--- src/rtl/mem_wb_hilo_if.sv ---
// ---------------------------------------------------------------------------
// mem_wb_hilo_if
// Bundle between the memory stage and the MEM/WB + HI/LO block.
//   master : memory stage side; drives the mem_* bundle and stall controls,
//            observes the registered write-back, HI/LO and forwarding values.
//   slave  : mem_wb_hilo side; the mirror image of master.
// Signals:
//   mem_wdata/mem_wd/mem_wreg   general register write request
//   mem_whilo/mem_hi/mem_lo     HI/LO write request
//   stall_mem/stall_wb          pipeline stall controls
//   wb_*                        registered write-back bundle
//   hi_o/lo_o                   architected HI/LO
//   fwd_hi/fwd_lo               newest HI/LO for the execute stage
// ---------------------------------------------------------------------------
interface mem_wb_hilo_if;
   logic [31:0] mem_wdata;
   logic [4:0]  mem_wd;
   logic        mem_wreg;
   logic        mem_whilo;
   logic [31:0] mem_hi;
   logic [31:0] mem_lo;
   logic        stall_mem;
   logic        stall_wb;

   logic [31:0] wb_wdata;
   logic [4:0]  wb_wd;
   logic        wb_wreg;
   logic        wb_whilo;
   logic [31:0] wb_hi;
   logic [31:0] wb_lo;
   logic [31:0] hi_o;
   logic [31:0] lo_o;
   logic [31:0] fwd_hi;
   logic [31:0] fwd_lo;

   modport master (
      output mem_wdata, mem_wd, mem_wreg, mem_whilo, mem_hi, mem_lo,
             stall_mem, stall_wb,
      input  wb_wdata, wb_wd, wb_wreg, wb_whilo, wb_hi, wb_lo,
             hi_o, lo_o, fwd_hi, fwd_lo
   );

   modport slave (
      input  mem_wdata, mem_wd, mem_wreg, mem_whilo, mem_hi, mem_lo,
             stall_mem, stall_wb,
      output wb_wdata, wb_wd, wb_wreg, wb_whilo, wb_hi, wb_lo,
             hi_o, lo_o, fwd_hi, fwd_lo
   );
endinterface

--- src/rtl/mem_wb_hilo.sv ---
// ---------------------------------------------------------------------------
// mem_wb_hilo
// MEM/WB pipeline register plus the architected HI/LO pair.
// Ports:
//   clk  pipeline clock, rising edge
//   rst  synchronous active-high reset, overrides everything
//   bus  mem_wb_hilo_if.slave: mem_* bundle and stalls in, wb_* bundle,
//        hi_o/lo_o and combinational fwd_hi/fwd_lo out
// ---------------------------------------------------------------------------
module mem_wb_hilo (
   input  logic          clk,
   input  logic          rst,
   mem_wb_hilo_if.slave  bus
);
   localparam int RegBus     = 32;
   localparam int RegAddrBus = 5;
   localparam logic [RegAddrBus-1:0] NopRegAddr = '0;

   logic [RegBus-1:0]     r_wdata;
   logic [RegAddrBus-1:0] r_wd;
   logic                  r_wreg;
   logic                  r_whilo;
   logic [RegBus-1:0]     r_hi;
   logic [RegBus-1:0]     r_lo;
   logic [RegBus-1:0]     r_archHi;
   logic [RegBus-1:0]     r_archLo;
   logic [RegBus-1:0]     w_fwdHi;
   logic [RegBus-1:0]     w_fwdLo;

   // Pipeline latch. A stalled memory stage with a running write-back stage
   // must insert a bubble, otherwise the stalled instruction would be
   // written back a second time on the following edge.
   always_ff @(posedge clk) begin
      if (rst || (bus.stall_mem && !bus.stall_wb)) begin
         r_wdata <= '0;
         r_wd    <= NopRegAddr;
         r_wreg  <= 1'b0;
         r_whilo <= 1'b0;
         r_hi    <= '0;
         r_lo    <= '0;
      end else if (!bus.stall_wb) begin
         r_wdata <= bus.mem_wdata;
         r_wd    <= bus.mem_wd;
         r_wreg  <= bus.mem_wreg;
         r_whilo <= bus.mem_whilo;
         r_hi    <= bus.mem_hi;
         r_lo    <= bus.mem_lo;
      end
   end

   // HI/LO commit. Gating on stall_wb keeps a held latch from committing the
   // same instruction on every stalled edge.
   always_ff @(posedge clk) begin
      if (rst) begin
         r_archHi <= '0;
         r_archLo <= '0;
      end else if (r_whilo && !bus.stall_wb) begin
         r_archHi <= r_hi;
         r_archLo <= r_lo;
      end
   end

   // Forwarding picks the youngest pending HI/LO writer; reset forces zero
   // so the execute stage never sees stale or undefined state during reset.
   always_comb begin
      w_fwdHi = r_archHi;
      w_fwdLo = r_archLo;
      if (rst) begin
         w_fwdHi = '0;
         w_fwdLo = '0;
      end else if (bus.mem_whilo) begin
         w_fwdHi = bus.mem_hi;
         w_fwdLo = bus.mem_lo;
      end else if (r_whilo) begin
         w_fwdHi = r_hi;
         w_fwdLo = r_lo;
      end
   end

   assign bus.wb_wdata = r_wdata;
   assign bus.wb_wd    = r_wd;
   assign bus.wb_wreg  = r_wreg;
   assign bus.wb_whilo = r_whilo;
   assign bus.wb_hi    = r_hi;
   assign bus.wb_lo    = r_lo;
   assign bus.hi_o     = r_archHi;
   assign bus.lo_o     = r_archLo;
   assign bus.fwd_hi   = w_fwdHi;
   assign bus.fwd_lo   = w_fwdLo;
endmodule

--- src/flat_wrapper.sv ---
// flat-port wrapper written by rule: the top's interface ports become plain ports
module mem_wb_hilo_flat 
  (clk, rst, bus_mem_wdata, bus_mem_wd, bus_mem_wreg, bus_mem_whilo, bus_mem_hi, bus_mem_lo, bus_stall_mem, bus_stall_wb, bus_wb_wdata, bus_wb_wd, bus_wb_wreg, bus_wb_whilo, bus_wb_hi, bus_wb_lo, bus_hi_o, bus_lo_o, bus_fwd_hi, bus_fwd_lo);
  mem_wb_hilo_if bus_i ();
  input  logic clk;
  input  logic rst;
  input wire logic [$bits(bus_i.mem_wdata)-1:0] bus_mem_wdata;
  input wire logic [$bits(bus_i.mem_wd)-1:0] bus_mem_wd;
  input wire logic [$bits(bus_i.mem_wreg)-1:0] bus_mem_wreg;
  input wire logic [$bits(bus_i.mem_whilo)-1:0] bus_mem_whilo;
  input wire logic [$bits(bus_i.mem_hi)-1:0] bus_mem_hi;
  input wire logic [$bits(bus_i.mem_lo)-1:0] bus_mem_lo;
  input wire logic [$bits(bus_i.stall_mem)-1:0] bus_stall_mem;
  input wire logic [$bits(bus_i.stall_wb)-1:0] bus_stall_wb;
  output wire logic [$bits(bus_i.wb_wdata)-1:0] bus_wb_wdata;
  output wire logic [$bits(bus_i.wb_wd)-1:0] bus_wb_wd;
  output wire logic [$bits(bus_i.wb_wreg)-1:0] bus_wb_wreg;
  output wire logic [$bits(bus_i.wb_whilo)-1:0] bus_wb_whilo;
  output wire logic [$bits(bus_i.wb_hi)-1:0] bus_wb_hi;
  output wire logic [$bits(bus_i.wb_lo)-1:0] bus_wb_lo;
  output wire logic [$bits(bus_i.hi_o)-1:0] bus_hi_o;
  output wire logic [$bits(bus_i.lo_o)-1:0] bus_lo_o;
  output wire logic [$bits(bus_i.fwd_hi)-1:0] bus_fwd_hi;
  output wire logic [$bits(bus_i.fwd_lo)-1:0] bus_fwd_lo;
  assign bus_i.mem_wdata = bus_mem_wdata;
  assign bus_i.mem_wd = bus_mem_wd;
  assign bus_i.mem_wreg = bus_mem_wreg;
  assign bus_i.mem_whilo = bus_mem_whilo;
  assign bus_i.mem_hi = bus_mem_hi;
  assign bus_i.mem_lo = bus_mem_lo;
  assign bus_i.stall_mem = bus_stall_mem;
  assign bus_i.stall_wb = bus_stall_wb;
  assign bus_wb_wdata = bus_i.wb_wdata;
  assign bus_wb_wd = bus_i.wb_wd;
  assign bus_wb_wreg = bus_i.wb_wreg;
  assign bus_wb_whilo = bus_i.wb_whilo;
  assign bus_wb_hi = bus_i.wb_hi;
  assign bus_wb_lo = bus_i.wb_lo;
  assign bus_hi_o = bus_i.hi_o;
  assign bus_lo_o = bus_i.lo_o;
  assign bus_fwd_hi = bus_i.fwd_hi;
  assign bus_fwd_lo = bus_i.fwd_lo;
  mem_wb_hilo u_core (.clk(clk), .rst(rst), .bus(bus_i));
endmodule
--- config.mk ---
export PLATFORM = sky130hd
export DESIGN_NAME = mem_wb_hilo_flat
export DESIGN_NICKNAME = d
export VERILOG_FILES = /design/src/rtl/mem_wb_hilo_if.sv /design/src/rtl/mem_wb_hilo.sv /design/src/flat_wrapper.sv
export SDC_FILE = /design/constraint.sdc
export NUM_CORES = 1
export LEC_CHECK = 0
export CAP_MARGIN = 20
export CORE_UTILIZATION = 43
export CTS_CLUSTER_DIAMETER = 80
export DETAILED_ROUTE_END_ITERATION = 7
export GPL_ROUTABILITY_DRIVEN = 0
export HOLD_SLACK_MARGIN = 0.03
export PLACE_DENSITY_LB_ADDON = 0.25
export SKIP_LAST_GASP = 1
export SLEW_MARGIN = 10
export SYNTH_ARGS = -nofsm -noshare
export SYNTH_HDL_FRONTEND = slang
export SYNTH_SLANG_ARGS = --single-unit
--- constraint.sdc ---
create_clock -name clk -period 1.79 [get_ports clk]
set_input_delay 0.2685 -clock clk [delete_from_list [all_inputs] [get_ports clk]]
set_output_delay 0.2685 -clock clk [all_outputs]
set_load 0.005 [all_outputs]
==> impl_metrics.toml <==
[run_status]
run_status = "finished with violations"
violations = "setup timing"

[place]
place_ws_ns = -0.125
io_buffers = 337
place_hpwl_um = 17400
dp.cells = 1469

[pwr]
power_mw = 9.04
p_sw_mw = 2.25
combPwrFrac_pct = 15.3
power.leakage_nw = 4.99
switching_share_pct = 24.9
power_density_nw_per_um2 = 713
seqPwrFrac_pct = 43.1
pwr-share-clk_pct = 41.7
irDropWorstVdd_mv = 0.598
power.internal_mw = 6.79

[timing]
setup_viol = 64
period_share_pct = 121
fin_skew_ns = 0.00874
rsz0062_at_grt = "yes"
layout_setup_ws_ns = -0.384
post-route-min-period_ns = 2.17
hold_viol_final = 0
worst_pin_slew_ns = 0.325
maxSlewViolCount = 0
fmax_mhz = 460
slew_headroom_pct = 78.3

[hold_path]
hold_path_depth = 2
hp-class = "input port to flip-flop"

[yosys]
yosysTopAreaCellShare_pct = 42.5
ys.flop_type = "dfxtp_1"
yosys.area.top_type = "dfxtp_1"
ys_seq_area_share_pct = 42.5
ys_types = 14
syn_avg_cell_area_um2 = 8.28
synth_area_um2 = 7870
yosys_warnings = 0
synthCells = 950
async_reset_ff_share_pct = 0
yosys-top-cells-count = "a21oi_1, dfxtp_1, nor2_1"
syn_nets = 1057
yosys_register_bits = 167
synth-edff-count = 0
synthTopCellsByArea = "dfxtp_1, a21oi_1, nor3b_1"

[critical_path]
cp.required_ns = 1.52
crit_cells = 8
cp_data_arrival_time_ns = 1.91
cp_cell_sequence = "buf_6 -> buf_16 -> buf_8 -> buf_6 -> mux2_4 -> mux2i_1 -> nor2_1 -> buf_2"
crit_type = "flip-flop to output port"
cp_slowest_cell = "dfxtp_4"
critPathTopFamily = "buffers and inverters"
cp-end-kind = "output port"
cp_num_buf_inv = 5
cp-start-kind = "flip-flop"
path_common_cell = "buf_6"
worst-path-max-fanout = 6
reg2regPathDepth = 9
slowest_delay_ns = 0.38

[cells_and_area]
seqCellArea_um2 = 3350
synthToLayoutAreaGrowth_pct = 61.0
final_cells = 1544
drive_gt1_share_pct = 19.0
num_antenna_cells = 0
nNetsFinal = 1409
nFillCells = 1417
multiInputGateArea_um2 = 4340
utilization_pct = 70.5

[routing]
avgViaCountPerCell = 5.29
post_drt_wl_per_cell_um = 17.6
antenna_left = 0
routed_wl_um = 27200
drc_errors = 0
firstDrtPassIters = 5
vias = 8170
dr.first_iter.drc_count = 370

[floorplan]
ios = 338
core-area_um2 = 18000
die_area_um2 = 18800
die_w_um = 137
die_h_um = 137
fp-row-count = 49
start_util_pct = 43.8

[global_route]
globalRouteOverflowTotal = 0
antenna_found_initial = 0
grt_pass1_wl_um = 40600
track_usage_pct = 27.9
grt_pass1_vias = 7811
grt_max_degree = 64

[clocking]
cts.clk_slew.worst_paths_ns = 0.07
insertion_delay_ns = 0.42
cts_tree = "yes"
clockBufferDepth = 2
cts_sinks = 167
cts_buffers = 17
cts_root_buf = "clkbuf_16"
htreeDepth = 4

[flow_run]
max-cap-violations = 0
[final timing paths]
check	startpoint	end	slack, ns
worst max-delay path	u_core.bus.wb_whilo$_SDFFE_PP0N_	bus_fwd_hi[10]	-0.38
worst min-delay path	rst	u_core.bus.wb_wdata[29]$_SDFFE_PP0N_	0.19
worst max register to register	u_core.bus.wb_whilo$_SDFFE_PP0N_	u_core.bus.hi_o[21]$_SDFFE_PP0P_	0.07
worst min register to register	u_core.bus.lo_o[12]$_SDFFE_PP0P_	u_core.bus.lo_o[12]$_SDFFE_PP0P_	0.47
[power groups by stage]
stage / Clock [mW] / Sequential (mW) / Combinational, mW
3_3_place_gp: 0 / 3.97 / 1.30
3_5_place_dp: 0 / 3.97 / 1.31
2_1_floorplan: 0 / 3.96 / 0.555
6_report: 3.77 / 3.89 / 1.38
4_1_cts: 3.81 / 3.89 / 1.35
5_1_grt: 3.97 / 3.90 / 1.48
[worst register-to-register path, stage by stage, from the launching register on]
cell,delay (ns)
dfxtp_4,0.38
buf_6,0.14
buf_16,0.13
buf_8,0.13
buf_6,0.11
buf_4,0.14
nand2b_4,0.17
clkbuf_16,0.23
nand2_1,0.07
a21oi_1,0.15
[sequential cells by signal, summed over array words and instances (netlist names)]
signal and count:
u_core.bus.wb_wreg 1, u_core.bus.wb_whilo 1, u_core.bus.wb_lo 32, u_core.bus.wb_hi 32
u_core.bus.wb_wd 5, u_core.bus.wb_wdata 32, u_core.bus.lo_o 32, u_core.bus.hi_o 32
[per-layer routing]
metal | up-vias | routed length [um] | track usage [%]
met1 | 3903 | 11300 | 33.8
met3 | 34 | 2250 | 7.80
li1 | 3912 | - | -
met5 | - | 0 | 0
met2 | 321 | 13100 | 46.9
met4 | 0 | 532 | 10.3
[placed cells by master, fill, tap and decap left out, types with 18 or more instances in the layout]
cell and count:
clkdlybuf4s50_1 268, nor2_1 167, a21oi_1 167, dfxtp_1 166, nand2_1 128, nor3b_1 103, mux2i_1 61, mux2_4 56
buf_2 50, buf_4 47, clkbuf_16 19, buf_12 18
[metrics by stage]
step                TNS, ns  hold WS [ns]  cell area, um^2
floorplan                 0         0.463             7870
global placement      -2.50         0.454            11600
detailed placement    -3.06         0.460            11600
CTS                  -19.11         0.174            12500
global route         -20.70         0.181            12700
finish               -16.03         0.191            12700
[kinds of logic after synthesis]
kind of cell | Yosys count | synth area share, %
AOI/OAI and AO/OA | 167 | 10.6
buffers and inverters | 88 | 5.52
DFF | 167 | 42.5
muxes | 128 | 17.3
and+or+nand+nor | 400 | 24.1
[what timing repair did]
action / 4_1_cts / 5_1_grt
resized for setup: 259 / 72
setup endpoints to repair: 65 / 119
buffers inserted: 25 / 18
pin swaps: 22 / 25
hold buffers: 0 / 0
cloned: 5 / 1
[final cells by class]
class | instances | share of cell area, %
flip-flops and latches | 167 | 26.4
repair buffers | 421 | 32.3
clock buffers | 21 | 3.72
clock inverters | 11 | 1.08
multi-input cells | 695 | 34.2
well taps | 229 | 2.26
Power figures use the tool's default switching activity.
